$ cat src/rtl/main_fsm_pkg.sv
// Shared types and select encodings for the multicycle main decoder FSM.
// Latency: n/a (types and constants only).
// Backpressure: n/a.
package main_fsm_pkg;

    typedef enum logic [3:0] {
        S_FETCH,
        S_DECODE,
        S_EXEC_R,
        S_EXEC_I,
        S_ALU_WB,
        S_MUL,
        S_MUL_WB,
        S_MEM_ADR,
        S_MEM_RD,
        S_MEM_WB,
        S_MEM_WR,
        S_BASE_WB,
        S_BRANCH,
        S_BX
    } state_t;

    // Instruction class produced by the classifier and consumed in DECODE.
    typedef enum logic [2:0] {
        CLS_UNDEF,
        CLS_DP_R,
        CLS_DP_I,
        CLS_MUL,
        CLS_MEM,
        CLS_BR,
        CLS_BX
    } instr_cls_t;

    // Full control word driven towards the datapath.
    typedef struct packed {
        logic       ir_w;
        logic       pc_w;
        logic       branch;
        logic       adr_src;
        logic [1:0] alu_src_a;
        logic [1:0] alu_src_b;
        logic [1:0] result_src;
        logic [1:0] imm_src;
        logic [1:0] reg_src;
        logic       alu_op;
        logic       mem_w;
        logic       reg_w3;
        logic       reg_w1;
        logic       post_idx;
        logic       mult;
        logic       busy;
    } ctrl_t;

    localparam logic [1:0] SRC_A_REG    = 2'b00;
    localparam logic [1:0] SRC_A_PC     = 2'b01;
    localparam logic [1:0] SRC_A_ALUOUT = 2'b10;

    localparam logic [1:0] SRC_B_REG    = 2'b00;
    localparam logic [1:0] SRC_B_IMM    = 2'b01;
    localparam logic [1:0] SRC_B_FOUR   = 2'b10;

    localparam logic [1:0] RES_ALUOUT   = 2'b00;
    localparam logic [1:0] RES_RDATA    = 2'b01;
    localparam logic [1:0] RES_ALU      = 2'b10;

    localparam logic [1:0] IMM_DP       = 2'b00;
    localparam logic [1:0] IMM_MEM      = 2'b01;
    localparam logic [1:0] IMM_BR       = 2'b10;

    localparam logic [1:0] OP_DP        = 2'b00;
    localparam logic [1:0] OP_MEM       = 2'b01;
    localparam logic [1:0] OP_BR        = 2'b10;

    localparam logic [5:0] BX_FUNCT     = 6'b010010;
    localparam logic [3:0] BX_INSTR74   = 4'b0001;
    localparam logic [3:0] MUL_INSTR74  = 4'b1001;

endpackage

$ cat src/rtl/instr_classifier.sv
// Combinational IR field classifier (class, BL link flag, long-multiply write); LONG_MUL_EN enables 64-bit MUL.
// Latency: 0 cycles, purely combinational.
// Backpressure: none; IR fields are assumed stable after FETCH.
module instr_classifier
    import main_fsm_pkg::*;
(
    input  logic [1:0] op,
    input  logic [5:0] funct,
    input  logic [3:0] instr74,
    output instr_cls_t cls,
    output logic       link,
    output logic       mul_long
);

    // Priority decode: BX, then multiply, then plain data-processing.
    always_comb begin
        cls = CLS_UNDEF;
        if (op == OP_DP) begin
            if (funct == BX_FUNCT && instr74 == BX_INSTR74) begin
                cls = CLS_BX;
            end else if (instr74 == MUL_INSTR74 && !funct[5]) begin
`ifdef LONG_MUL_EN
                cls = CLS_MUL;
`else
                cls = funct[3] ? CLS_UNDEF : CLS_MUL;
`endif
            end else begin
                cls = funct[5] ? CLS_DP_I : CLS_DP_R;
            end
        end else if (op == OP_MEM) begin
            cls = CLS_MEM;
        end else if (op == OP_BR) begin
            cls = CLS_BR;
        end
    end

    assign link = funct[4];

`ifdef LONG_MUL_EN
    assign mul_long = funct[3];
`else
    assign mul_long = 1'b0;
`endif

endmodule

$ cat src/rtl/main_fsm_decoder.sv
// Multicycle Moore main decoder: fetch/decode/execute/memory/writeback sequencing; LONG_MUL_EN enables 64-bit MUL writeback.
// Latency: 2..N cycles per instruction (MUL_CYCLES in MUL, memory states wait on mem_ready).
// Backpressure: FETCH, MEM_RD and MEM_WR hold until mem_ready (ignored when MEM_WAIT=0).
module main_fsm_decoder
    import main_fsm_pkg::*;
#(
    parameter int MUL_CYCLES = 3,
    parameter int MEM_WAIT   = 1
) (
    input  logic       clk,
    input  logic       reset,
    input  logic [1:0] op,
    input  logic [5:0] funct,
    input  logic [3:0] instr74,
    input  logic       mem_ready,
    output logic       ir_w,
    output logic       pc_w,
    output logic       branch,
    output logic       adr_src,
    output logic [1:0] alu_src_a,
    output logic [1:0] alu_src_b,
    output logic [1:0] result_src,
    output logic [1:0] imm_src,
    output logic [1:0] reg_src,
    output logic       alu_op,
    output logic       mem_w,
    output logic       reg_w3,
    output logic       reg_w1,
    output logic       post_idx,
    output logic       mult,
    output logic       busy
);

    localparam int              CNT_W    = (MUL_CYCLES > 1) ? $clog2(MUL_CYCLES) : 1;
    localparam logic [CNT_W-1:0] CNT_LAST = CNT_W'(MUL_CYCLES - 1);

    state_t           state;
    state_t           state_nxt;
    logic [CNT_W-1:0] mul_cnt;
    logic [CNT_W-1:0] mul_cnt_nxt;
    instr_cls_t       cls;
    logic             link;
    logic             mul_long;
    logic             rdy;
    logic             base_wb;
    ctrl_t            ctrl;

    assign rdy     = (MEM_WAIT != 0) ? mem_ready : 1'b1;
    // Base register update needed for post-indexed or writeback forms.
    assign base_wb = !funct[4] || funct[1];

    instr_classifier u_cls (
        .op       (op),
        .funct    (funct),
        .instr74  (instr74),
        .cls      (cls),
        .link     (link),
        .mul_long (mul_long)
    );

    // State and multiply counter registers.
    always_ff @(posedge clk or posedge reset) begin
        if (reset) begin
            state   <= S_FETCH;
            mul_cnt <= '0;
        end else begin
            state   <= state_nxt;
            mul_cnt <= mul_cnt_nxt;
        end
    end

    // Next-state sequencing.
    always_comb begin
        state_nxt   = state;
        mul_cnt_nxt = mul_cnt;
        case (state)
            S_FETCH:   if (rdy) state_nxt = S_DECODE;
            S_DECODE: begin
                case (cls)
                    CLS_BX:   state_nxt = S_BX;
                    CLS_MUL:  state_nxt = S_MUL;
                    CLS_DP_R: state_nxt = S_EXEC_R;
                    CLS_DP_I: state_nxt = S_EXEC_I;
                    CLS_MEM:  state_nxt = S_MEM_ADR;
                    CLS_BR:   state_nxt = S_BRANCH;
                    default:  state_nxt = S_FETCH;
                endcase
            end
            S_EXEC_R,
            S_EXEC_I:  state_nxt = S_ALU_WB;
            S_MUL: begin
                if (mul_cnt == CNT_LAST) begin
                    state_nxt   = S_MUL_WB;
                    mul_cnt_nxt = '0;
                end else begin
                    mul_cnt_nxt = mul_cnt + 1'b1;
                end
            end
            S_MEM_ADR: state_nxt = funct[0] ? S_MEM_RD : S_MEM_WR;
            S_MEM_RD:  if (rdy) state_nxt = S_MEM_WB;
            S_MEM_WB:  state_nxt = base_wb ? S_BASE_WB : S_FETCH;
            S_MEM_WR:  if (rdy) state_nxt = base_wb ? S_BASE_WB : S_FETCH;
            default:   state_nxt = S_FETCH;
        endcase
    end

    // Moore control word; everything forced low while reset is held.
    always_comb begin
        ctrl = '0;
        if (!reset) begin
            ctrl.busy = (state != S_FETCH);
            case (state)
                S_FETCH: begin
                    ctrl.ir_w       = rdy;
                    ctrl.pc_w       = rdy;
                    ctrl.alu_src_a  = SRC_A_PC;
                    ctrl.alu_src_b  = SRC_B_FOUR;
                    ctrl.result_src = RES_ALU;
                end
                S_DECODE: begin
                    ctrl.alu_src_a  = SRC_A_PC;
                    ctrl.alu_src_b  = SRC_B_FOUR;
                    ctrl.result_src = RES_ALU;
                end
                S_EXEC_R: begin
                    ctrl.alu_op    = 1'b1;
                    ctrl.alu_src_b = SRC_B_REG;
                end
                S_EXEC_I: begin
                    ctrl.alu_op    = 1'b1;
                    ctrl.alu_src_b = SRC_B_IMM;
                end
                S_ALU_WB: begin
                    ctrl.reg_w3     = 1'b1;
                    ctrl.result_src = RES_ALUOUT;
                end
                S_MUL:     ctrl.mult = 1'b1;
                S_MUL_WB: begin
                    ctrl.mult       = 1'b1;
                    ctrl.result_src = RES_ALUOUT;
                    ctrl.reg_w1     = 1'b1;
                    ctrl.reg_w3     = mul_long;
                end
                S_MEM_ADR: begin
                    ctrl.alu_src_b = funct[5] ? SRC_B_REG : SRC_B_IMM;
                    ctrl.imm_src   = IMM_MEM;
                    ctrl.post_idx  = !funct[4];
                end
                S_MEM_RD: begin
                    ctrl.adr_src  = 1'b1;
                    ctrl.post_idx = !funct[4];
                end
                S_MEM_WB: begin
                    ctrl.reg_w3     = 1'b1;
                    ctrl.result_src = RES_RDATA;
                end
                S_MEM_WR: begin
                    ctrl.adr_src  = 1'b1;
                    ctrl.mem_w    = 1'b1;
                    ctrl.post_idx = !funct[4];
                end
                S_BASE_WB: begin
                    ctrl.reg_w1     = 1'b1;
                    ctrl.result_src = RES_ALUOUT;
                end
                S_BRANCH: begin
                    ctrl.branch     = 1'b1;
                    ctrl.alu_src_b  = SRC_B_IMM;
                    ctrl.imm_src    = IMM_BR;
                    ctrl.result_src = RES_ALU;
                    ctrl.reg_src    = link ? 2'b11 : 2'b01;
                    ctrl.reg_w3     = link;
                end
                S_BX: begin
                    ctrl.branch     = 1'b1;
                    ctrl.alu_src_a  = SRC_A_REG;
                    ctrl.alu_src_b  = SRC_B_REG;
                    ctrl.result_src = RES_ALU;
                end
                default: ;
            endcase
        end
    end

    assign ir_w       = ctrl.ir_w;
    assign pc_w       = ctrl.pc_w;
    assign branch     = ctrl.branch;
    assign adr_src    = ctrl.adr_src;
    assign alu_src_a  = ctrl.alu_src_a;
    assign alu_src_b  = ctrl.alu_src_b;
    assign result_src = ctrl.result_src;
    assign imm_src    = ctrl.imm_src;
    assign reg_src    = ctrl.reg_src;
    assign alu_op     = ctrl.alu_op;
    assign mem_w      = ctrl.mem_w;
    assign reg_w3     = ctrl.reg_w3;
    assign reg_w1     = ctrl.reg_w1;
    assign post_idx   = ctrl.post_idx;
    assign mult       = ctrl.mult;
    assign busy       = ctrl.busy;

endmodule

$ cat config.mk
export PLATFORM = sky130hd
export DESIGN_NAME = main_fsm_decoder
export DESIGN_NICKNAME = d
export VERILOG_FILES = /design/src/rtl/main_fsm_pkg.sv /design/src/rtl/instr_classifier.sv /design/src/rtl/main_fsm_decoder.sv
export SDC_FILE = /design/constraint.sdc
export NUM_CORES = 1
export LEC_CHECK = 0
export CAP_MARGIN = 20
export CELL_PAD_IN_SITES_DETAIL_PLACEMENT = 0
export CELL_PAD_IN_SITES_GLOBAL_PLACEMENT = 2
export CORE_MARGIN = 1
export CORE_UTILIZATION = 22
export CTS_BUF_LIST = sky130_fd_sc_hd__clkbuf_4 sky130_fd_sc_hd__clkbuf_8
export DETAILED_ROUTE_END_ITERATION = 10
export GPL_ROUTABILITY_DRIVEN = 0
export MAX_ROUTING_LAYER = met4
export PLACE_DENSITY = 0.88
export SYNTH_ARGS = -nofsm -noshare
export SYNTH_HDL_FRONTEND = slang
export SYNTH_SLANG_ARGS = --single-unit
$ cat constraint.sdc
create_clock -name clk -period 1.85 [get_ports clk]
set_input_delay 0.2775 -clock clk [delete_from_list [all_inputs] [get_ports clk]]
set_output_delay 0.2775 -clock clk [all_outputs]
set_load 0.05 [all_outputs]
* Word-level counts from Yosys, hierarchy flattened *
Index checks and enable logic that the tools add are counted.

word-level totals
  register bits = 6
  bits of input ports = 15
  word-level logic and storage cells = 84

operators by class
  add/subtract/negate cells = 1
  equality and inequality tests = 29
  mux-type cells = 33
  reduce and logical (&&, ||, !) cells = 19

operators with widths
  operator                                                                number
  4-bit case mux with 8 select lines                                      1
  4-bit equality test (second input constant)                             7
  4-bit case mux with 6 select lines                                      1
  21-bit two-way mux                                                      1
  4-bit two-way mux                                                       5
  4-bit by 3-bit equality test with 1-bit output (second input constant)  4
  2-bit OR reduction                                                      8
  3-bit two-way mux                                                       5
  2-bit two-way mux                                                       7
  3-bit equality test (second input constant)                             3
  1-bit two-way mux                                                       9
  4-bit by 1-bit equality test with 1-bit output (second input constant)  2
  4-bit by 2-bit equality test with 1-bit output (second input constant)  2
  2-bit inequality test (second input constant)                           4
  2-bit case mux with 2 select lines                                      2
  3-bit by 2-bit equality test with 1-bit output (second input constant)  2
  6-bit by 5-bit equality test with 1-bit output (second input constant)  1
  2-bit case mux with 3 select lines                                      1
  2-bit equality test (second input constant)                             2
  4-bit zero test                                                         1
  4-bit AND reduction                                                     1
  4-bit nonzero test                                                      1
  4-bit OR reduction                                                      1
  3-bit by 1-bit equality test with 1-bit output (second input constant)  1
  other kinds (8)                                                         10

* Longest topological paths before layout *
Gate-level depths: netlist (run 1).

  depth in word-level cells = 8
  mapped depth = 7
  gate-level depth less buffers = 7

* Hierarchy *
From an unflattened synthesis (run 1), not the netlist that was laid out.

second synthesis, totals
  cell total of the unflattened synthesis = 116
  area, all modules = 823.3 µm²

by module, submodules not included
  module            times used  cells each  area each (µm²)
  main_fsm_decoder  1           94          664.4
  instr_classifier  1           22          158.9

* Least setup slack after synthesis (run 1) *
OpenSTA, ideal clock, no wires.

  kind = register to output
  start point = reg state[1]
  end point = out pc_w
  data arrival time = 2.654 ns
  setup slack = -1.082 ns
  stages on the path, launching flop included = 5
  path buffers = 2
  path through = dfrtp_1 > buf_2 > or4_1 > nor3b_1 > buf_4

on the way
  cells in the longest elaborated chain, start to end = 3

RTL lines
  what                      line                     RTL
  start: declaration        main_fsm_decoder.sv:37   state_t state;
  start signal: assignment  main_fsm_decoder.sv:67   state <= state_nxt;
  4-bit zero test           main_fsm_decoder.sv:112  case (state)
  2-bit two-way mux         main_fsm_decoder.sv:112
  21-bit two-way mux        main_fsm_decoder.sv:110  if (!reset) begin
  end: declaration          main_fsm_decoder.sv:17   output logic pc_w,

Every way passes these cells.

* Final worst setup path (run 1) *
  start point = reg state[2]
  end point = out pc_w

Same word-level chain as after synthesis.

==> results of run 1 <==
cell families after synthesis:
| logic type | synth area share |
|---|---|
| compound gates | 0.237 |
| xor+xnor | 0.0109 |
| fa+ha+maj | 0.0592 |
| buf+inv | 0.123 |
| flops | 0.187 |
| mux | 0.0265 |
| other cells | 0.00467 |
| simple gates | 0.352 |
worst min-delay path by stage:
stage                     slack, ps        from  depth (start not counted)         end
final                           420       reset                          4    state[3]
after global routing            460       reset                          4  mul_cnt[0]
after CTS                       420       reset                          4    state[3]
after detailed placement        540  mul_cnt[0]                          1  mul_cnt[0]
after global placement          510  mul_cnt[0]                          1  mul_cnt[0]
after floorplan                 490       reset                          2  mul_cnt[0]
final cells by class:
| type | count | area (um2) | share of cell area |
|---|---|---|---|
| Multi-Input combinational cell | 88 | 703 | 0.423 |
| Timing Repair Buffer | 53 | 676 | 0.406 |
| Sequential cell | 6 | 153 | 0.0918 |
| Tap cell | 46 | 57.6 | 0.0346 |
| Inverter | 12 | 51.3 | 0.0309 |
| Clock buffer | 3 | 22.5 | 0.0135 |
per-layer routing:
metal,vias to the layer above,GRT usage
met5,-,-
met4,0,0.0698
met3,7,0.0201
met2,37,0.250
met1,466,0.146
li1,500,-
registers in the layout, indices dropped and copies added, names as in the netlist:
name     cells
state        4
mul_cnt      2
through the flow:
step / std cells / setup TNS, ps / instance area, um2
after CTS: 207 / -357 / 1620
after global placement: 203 / -446 / 1570
after floorplan: 116 / -811 / 913
after detailed placement: 203 / -758 / 1570
final: 208 / -389 / 1660
after global routing: 208 / -876 / 1660
Yosys cell counts, drive strengths merged:
cell,instances
and2b,1
nand3,4
nor4,4
nor2b,4
a32oi,1
a211oi,2
a31oi,2
nor3b,4
nand2b,4
o22ai,1
o21ai,5
conb,1
nand2,6
a21boi,1
dfrtp,6
buf,8
nor3,6
or4,1
clkbuf,2
and4,1
a211o,1
a21oi,11
o211ai,1
o31a,1
nor2,14
mux2,1
maj3,1
ha,3
nor4b,1
nand4,1
xnor2,1
o31ai,1
o221ai,2
mux2i,1
inv,12
power by group through the flow:
| stage | clock network [mW] | registers (mW) | logic (mW) |
|---|---|---|---|
| floorplan | 0 | 0.238 | 1.04 |
| global route | 0.135 | 0.278 | 1.88 |
| global placement | 0 | 0.258 | 1.61 |
| CTS | 0.121 | 0.255 | 1.69 |
| finish | 0.116 | 0.271 | 1.76 |
| detailed placement | 0 | 0.255 | 1.63 |
repair_timing:
action                                  in CTS  in global routing
hold buffers                                 0                  0
pin swaps                                    3                  5
endpoints found under the setup margin      11                 11
cloned                                       0                  0
setup buffers                                1                  1
resized for setup                           10                 11
worst register-to-register path, delay by kind of cell (launching register included):
| family | cells | cell delay, ps |
|---|---|---|
| AND/OR/NAND/NOR | 2 | 370 |
| buffers and inverters | 1 | 200 |
| flip-flops | 1 | 440 |
| AO/OA/AOI/OAI | 3 | 520 |
==> impl_summary.md, run 1 <==
Worst setup path
The critical path ends at pc_w. The launching element of the worst setup path is state[2]. The cell depth of the worst flop-to-flop path is 6.

The master of the slowest instance on the critical path is sky130_fd_sc_hd__or4_4. The setup path with the least slack is of type flip-flop to output pin. STA classifies the critical path endpoint as an output pin. The signal on the critical path passes through or4_4, nor3b_4, buf_12. STA classifies the critical path startpoint as a flip-flop. The peak per-stage delay on the critical path is 540 ps. The worst register-to-register path ends at state[1]. The slack of the worst reg-to-reg path is 210 ps.

The peak fanout along the critical path is 2. In this run the number of cells on the critical path is 3. The data arrival time of the critical path is 1660 ps. The source of the worst register-to-register timing path is state[1].

The endpoint required time on the critical path is 1570 ps. The count of buffering cells on the critical path with inverters included is 1. The largest delay contributor family on the critical path is simple AND/OR/NAND/NOR gates.

Worst hold path
In this run the worst hold path is classified as input pin to async pin.

STA
Setup repair after global routing could not meet its margin everywhere. The final-report hold violation count is 0. The post-route clock period utilization is 1.05. Clock skew on the completed layout was measured at 2.16 ps. The total setup violations reported at the end of the flow is 5. The tightest hold path in the finished design has a slack of 423 ps. Static timing analysis puts the maximum clock frequency at 516 MHz.

The final worst slack is -88.1 ps. The final critical delay including setup and external delays is 1940 ps. The count of pins over their slew limit is 0.

Global route
The via count of the first global-routing pass was 966. For this run, the total global-route usage over all layers was measured as 0.139. The number of antenna violations at the first check in global routing is 0.

After global routing the overflow that remains totals 0. The pin count of the biggest net entering global routing is 17. The first-pass GRT wire length is 4260 um.

Clocking
CTS placed an instance of sky130_fd_sc_hd__clkbuf_4 at the clock tree root. The clock latency on the worst-skew pair is 240 ps. After clock tree synthesis, the clock-pin slew on the worst setup and hold paths is 40 ps. The TritonCTS clock tree is done. The maximum count of clock buffers along a single path is 2. The tree built by TritonCTS fans out to 6 sinks. CTS built an H-tree with a depth of 1. The CTS buffer count is 3.

Power
The sequential cell fraction of total power is 0.126. Overall power consumption after layout is estimated at 2.15 mW. VDD sags by at most 0.000413 V.

The analysis attributes to cell leakage a power of 0.670 nW. The combinational group share of total power is 0.820. Of the total power, the share spent switching nets is 0.515. Of the total power, the clock network draws 0.054.

The analysis attributes to net switching a power of 1.11 mW. The power density over the cells is 1290 nW/um2. Cell internal power was estimated by the tool at 1.04 mW.

Synthesis
The net count after synthesis is 134. The share of synthesized area in the top cell type comes to 0.187. The count of distinct cell types in the synthesized netlist is 43. The synthesized area is 803 um2. The synthesized area per cell is 6.92 um2. The synthesized design spends more area on one cell type than any other, namely sky130_fd_sc_hd__dfrtp_1. Counting flops and latches in the post-synthesis netlist gives 6.

Yosys printed 0 warnings. The sequential-to-total area share from yosys stat is 0.187. Synthesis handed over a netlist of 116 instances. Ranked by total cell area, the synthesized netlist is headed by sky130_fd_sc_hd__dfrtp_1, sky130_fd_sc_hd__a21oi_1, sky130_fd_sc_hd__nor2_1, sky130_fd_sc_hd__inv_1, sky130_fd_sc_hd__ha_1.

Floorplan
The vertical extent of the die is 62.4 um. For this configuration, the core starts out at a cell density of 0.235. The floorplan step defined a die boundary enclosing 3900 um2. The floorplan die width is 62.4 um. The floorplan has 21 rows. For this design the top-level I/O count stands at 36. The core region is 3420 um2.

Drt
The first TritonRoute pass finished after 4 iterations. The number of design-rule violations left by the first detailed-router iteration is 24. The highest layer touched by signal routing is met4. The post-detailed-route wirelength per cell is 12.2 um. After detailed routing, the total wire length is 2540 um. The DRC violation count after routing is 0. The final antenna-violating net count is 0. The routed design uses 1350 um of met2 wire. The wire length on met1 is 1020 um. Wire segments on met3 add up to 97 um in the final route. The routed layout has 1010 vias. Dividing the detail-routed via count by the number of cells gives 4.86.

Placement
The total of buffers placed on input and output ports is 34. The HPWL after detailed placement is 2150 um. Before CTS, the worst setup slack after placement is -186 ps.

Final layout
The total number of nets in the final design is 182. The count of antenna diodes in the layout is 0. The share of final-layout standard cells stronger than drive strength 1 is 0.457. The library cell used most frequently in the layout, excluding fill and tap cells, is sky130_fd_sc_hd__buf_12. The library cells used most frequently in the layout, excluding fill and tap cells, are sky130_fd_sc_hd__buf_12, sky130_fd_sc_hd__buf_4, sky130_fd_sc_hd__clkdlybuf4s50_1. The utilization of the core after routing is 0.487.

The area added between synthesis and finish is 107%. Counting the fill cells in the layout gives 336.

Run status
The checks that failed: negative setup slack. The flow ran to the end, but the final reports show violations.

Flow run
The tool flagged a number of max-cap violations equal to 0.
No activity file was read; power rests on OpenSTA's default activity.
==> inputs of run 2 (changes only) <==
==> constraint.sdc (replaced) <==
create_clock -name clk -period 1.85 [get_ports clk]
set_input_delay 0.2775 -clock clk [delete_from_list [all_inputs] [get_ports clk]]
set_output_delay 0.2775 -clock clk [all_outputs]
set_load 0.01 [all_outputs]
==> run 2 against run 1 <==
Compared with the run above: the flow now finishes without violations; global-route usage about the same; clock skew down 0.69 ps; count of clock-buffer cells in the layout unchanged; sequential power down 8.5%; sequential share of layout area up 1.6 points; final area down 16%; combinational power down 31%; sequential cell count unchanged; total power down 26%; via count down 0.40%; critical path type unchanged; largest power group unchanged.
==> impl_summary.md, run 2 (same netlist as run 1, synthesis figures left out) <==
Clocking
The root buffer cell is sky130_fd_sc_hd__clkbuf_4 (unchanged). The CTS buffer count is 3 (unchanged). The clock-pin slew on the worst setup and hold paths came to 40 ps (about the same). The maximum level of the CTS H-tree came to 1 (unchanged). The clock latency on the worst-skew pair was 240 ps (about the same).

The number of hold buffers added after cts is 0 (unchanged). The TritonCTS clock tree is done (unchanged). The maximum count of clock buffers along a single path was 2 (unchanged).

The total number of clock tree sinks is 6 (unchanged).

Worst setup path
The count of buffering cells on the critical path with inverters included came to 1 (unchanged). The peak fanout along the critical path is 2 (unchanged). The capturing element type of the critical path is an output pin (unchanged). The data arrival time of the critical path is 1530 ps (was 1660 ps). The largest delay contributor family on the critical path is simple AND/OR/NAND/NOR gates (unchanged). The kind of start point of the critical path is a flip-flop (unchanged). The master of the slowest instance on the critical path is sky130_fd_sc_hd__or4_4 (unchanged).

The peak per-stage delay on the critical path is 560 ps (was 540 ps). Cell breakdown of the critical path: or4_4, nor3b_4, buf_2 (was or4_4, nor3b_4, buf_12). The path type of the worst setup path is flip-flop to output pin (unchanged). The endpoint required time on the critical path came to 1570 ps (about the same).

Flow run
The number of max-cap violations was 0 (unchanged).

Floorplan
The vertical extent of the die is 62.4 um (unchanged). The number of top-level pins is 36 (unchanged). The cell row count was 21 (unchanged). The floorplan die width came to 62.4 um (unchanged). The starting density of the core is 0.235 (unchanged). The total core area is 3420 um2 (unchanged). The full die area is 3900 um2 (unchanged).

Placement
The post-place setup slack was -419 ps (was -186 ps). The total of buffers placed on input and output ports was 34 (unchanged). The HPWL after detailed placement is 2000 um (was 2150 um).

Final layout
The register ranked first by flip-flop count is state (unchanged). The total number of nets in the final design came to 191 (was 182). The area taken by flip-flops and latches is 150 um2 (was 153 um2).

The area added between synthesis and finish is 73.2% (was 107%). Top flop regs: state: 4 flops, mul_cnt: 2 flops (unchanged). The area of combinational cells with multiple inputs is 603 um2 (was 703 um2). The share of final-layout standard cells stronger than drive strength 1 is 0.322 (was 0.457). The flip-flop count of the largest register after layout is 4 (unchanged).

The final-layout fill cell count came to 365 (was 336). Highest-count cells in the layout ignoring fill and taps: sky130_fd_sc_hd__buf_4, sky130_fd_sc_hd__clkdlybuf4s50_1, sky130_fd_sc_hd__nor2_1 (was sky130_fd_sc_hd__buf_12, sky130_fd_sc_hd__buf_4, sky130_fd_sc_hd__clkdlybuf4s50_1). The count of antenna diodes in the layout is 0 (unchanged). The most common cell after layout, fill and taps aside is sky130_fd_sc_hd__buf_4 (was sky130_fd_sc_hd__buf_12). The utilization of the core after routing was 0.407 (was 0.487).

Power
The power density over the cells is 1140 nW/um2 (was 1290 nW/um2). The leakage power figure is 0.678 nW (was 0.670 nW). The worst-case vdd ir drop is 0.000386 V (was 0.000413 V).

Drt
The post-detailed-route wirelength per cell is 11.4 um (was 12.2 um). The average via count per standard cell is 4.64 (was 4.86). The final antenna-violating net count is 0 (unchanged). The DRC violation count after routing is 0 (unchanged).

The post-detailed-routing wire length was 2480 um (was 2540 um). The iteration count of the initial detailed-routing pass was 4 (unchanged). The via count was 1006 (was 1010). The number of design-rule violations left by the first detailed-router iteration is 34 (was 24).

Global route
The first-pass GRT wire length came to 4370 um (was 4260 um). The overall fraction of global-route tracks in use is 0.139 (about the same). The number of antenna violations at the first check in global routing is 0 (unchanged).

The global-route congestion overflow total came to 0 (unchanged). The via count of the first global-routing pass came to 983 (was 966). The pin count of the biggest net entering global routing was 17 (unchanged).

STA
The worst hold slack across all endpoints was 390 ps (was 423 ps). The highest achievable clock rate came to 554 MHz (was 516 MHz). The final critical delay including setup and external delays came to 1800 ps (was 1940 ps). The final worst slack is 45.7 ps (was -88.1 ps). The total setup violations reported at the end of the flow is 0 (was 5).

The post-route clock period utilization is 0.975 (was 1.05). Setup repair after global routing missed its margin: true (unchanged). The count of pins over their slew limit came to 0 (unchanged). The largest clock skew in the final design is 1.47 ps (was 2.16 ps). The final-report hold violation count was 0 (unchanged).

Worst hold path
The type of the most critical hold path is input pin to async pin (unchanged).

Run status
Run status: finished clean (was finished with violations).
## run 2: cell count changes in the layout (fill, tap and decap cells not counted), moves of 3 or more
cell / previous run / this run
sky130_fd_sc_hd__nor4_4: 3 / 0
sky130_fd_sc_hd__nor2_2: 5 / 2
sky130_fd_sc_hd__buf_2: 0 / 6
sky130_fd_sc_hd__buf_12: 19 / 0
sky130_fd_sc_hd__nor4_1: 0 / 3
sky130_fd_sc_hd__nor2_1: 7 / 12
sky130_fd_sc_hd__buf_4: 18 / 25
sky130_fd_sc_hd__dlygate4sd2_1: 2 / 11
## run 2: worst register-to-register path, delay by kind of cell (launching register included)
kind                   cells  cell delay [ps]
AOI/OAI and AO/OA          3              480
buffers and inverters      2              300
DFF                        1              380
and+or+nand+nor            2              350
## run 2: stage by stage
step / instances / power (mW) / cell area, um2 / setup TNS (ps)
2_1_floorplan: 116 / 0.903 / 808 / 0
3_3_place_gp: 213 / 1.41 / 1360 / -3780
3_5_place_dp: 213 / 1.42 / 1360 / -4560
4_1_cts: 217 / 1.56 / 1380 / 0
5_1_grt: 217 / 1.74 / 1390 / -6.27
6_report: 217 / 1.59 / 1390 / 0
## run 2: final timing paths
| path | startpoint | endpoint | slack, ps | cells after the start |
|---|---|---|---|---|
| worst max-delay path | state[3] | ir_w | 50 | 3 |
| worst min-delay path | reset | mul_cnt[1] | 390 | 4 |
| worst max register to register | state[3] | state[1] | 210 | 7 |
| worst min register to register | mul_cnt[0] | mul_cnt[0] | 550 | 1 |
| max in group asynchronous | reset | state[1] | 1340 | 4 |
| min in group clk | mul_cnt[0] | mul_cnt[0] | 550 | 1 |
## run 2: final cells by class
| cell class | count | area share |
|---|---|---|
| clock buffers | 3 | 0.0162 |
| inverters | 12 | 0.0324 |
| multi-input cells | 88 | 0.433 |
| flip-flops and latches | 6 | 0.108 |
| well taps | 46 | 0.0414 |
| repair buffers | 62 | 0.369 |
## run 2: power by group
part | switching [mW] | internal, mW
Sequential | 0.0532 | 0.194
Combinational | 0.626 | 0.598
Clock | 0.0431 | 0.0731
## run 2: timing repair
action | in CTS | in global routing
endpoints found under the setup margin | 20 | 8
cloned | 0 | 0
resized for setup | 47 | 13
setup buffers | 1 | 0
pin swaps | 1 | 2
## run 2: layer usage
metal / share of wire / global-route usage
met2: 0.50 / 0.245
met1: 0.45 / 0.167
met3: 0.046 / 0.0164
met5: 0 / -
met4: 0.0056 / 0.0349
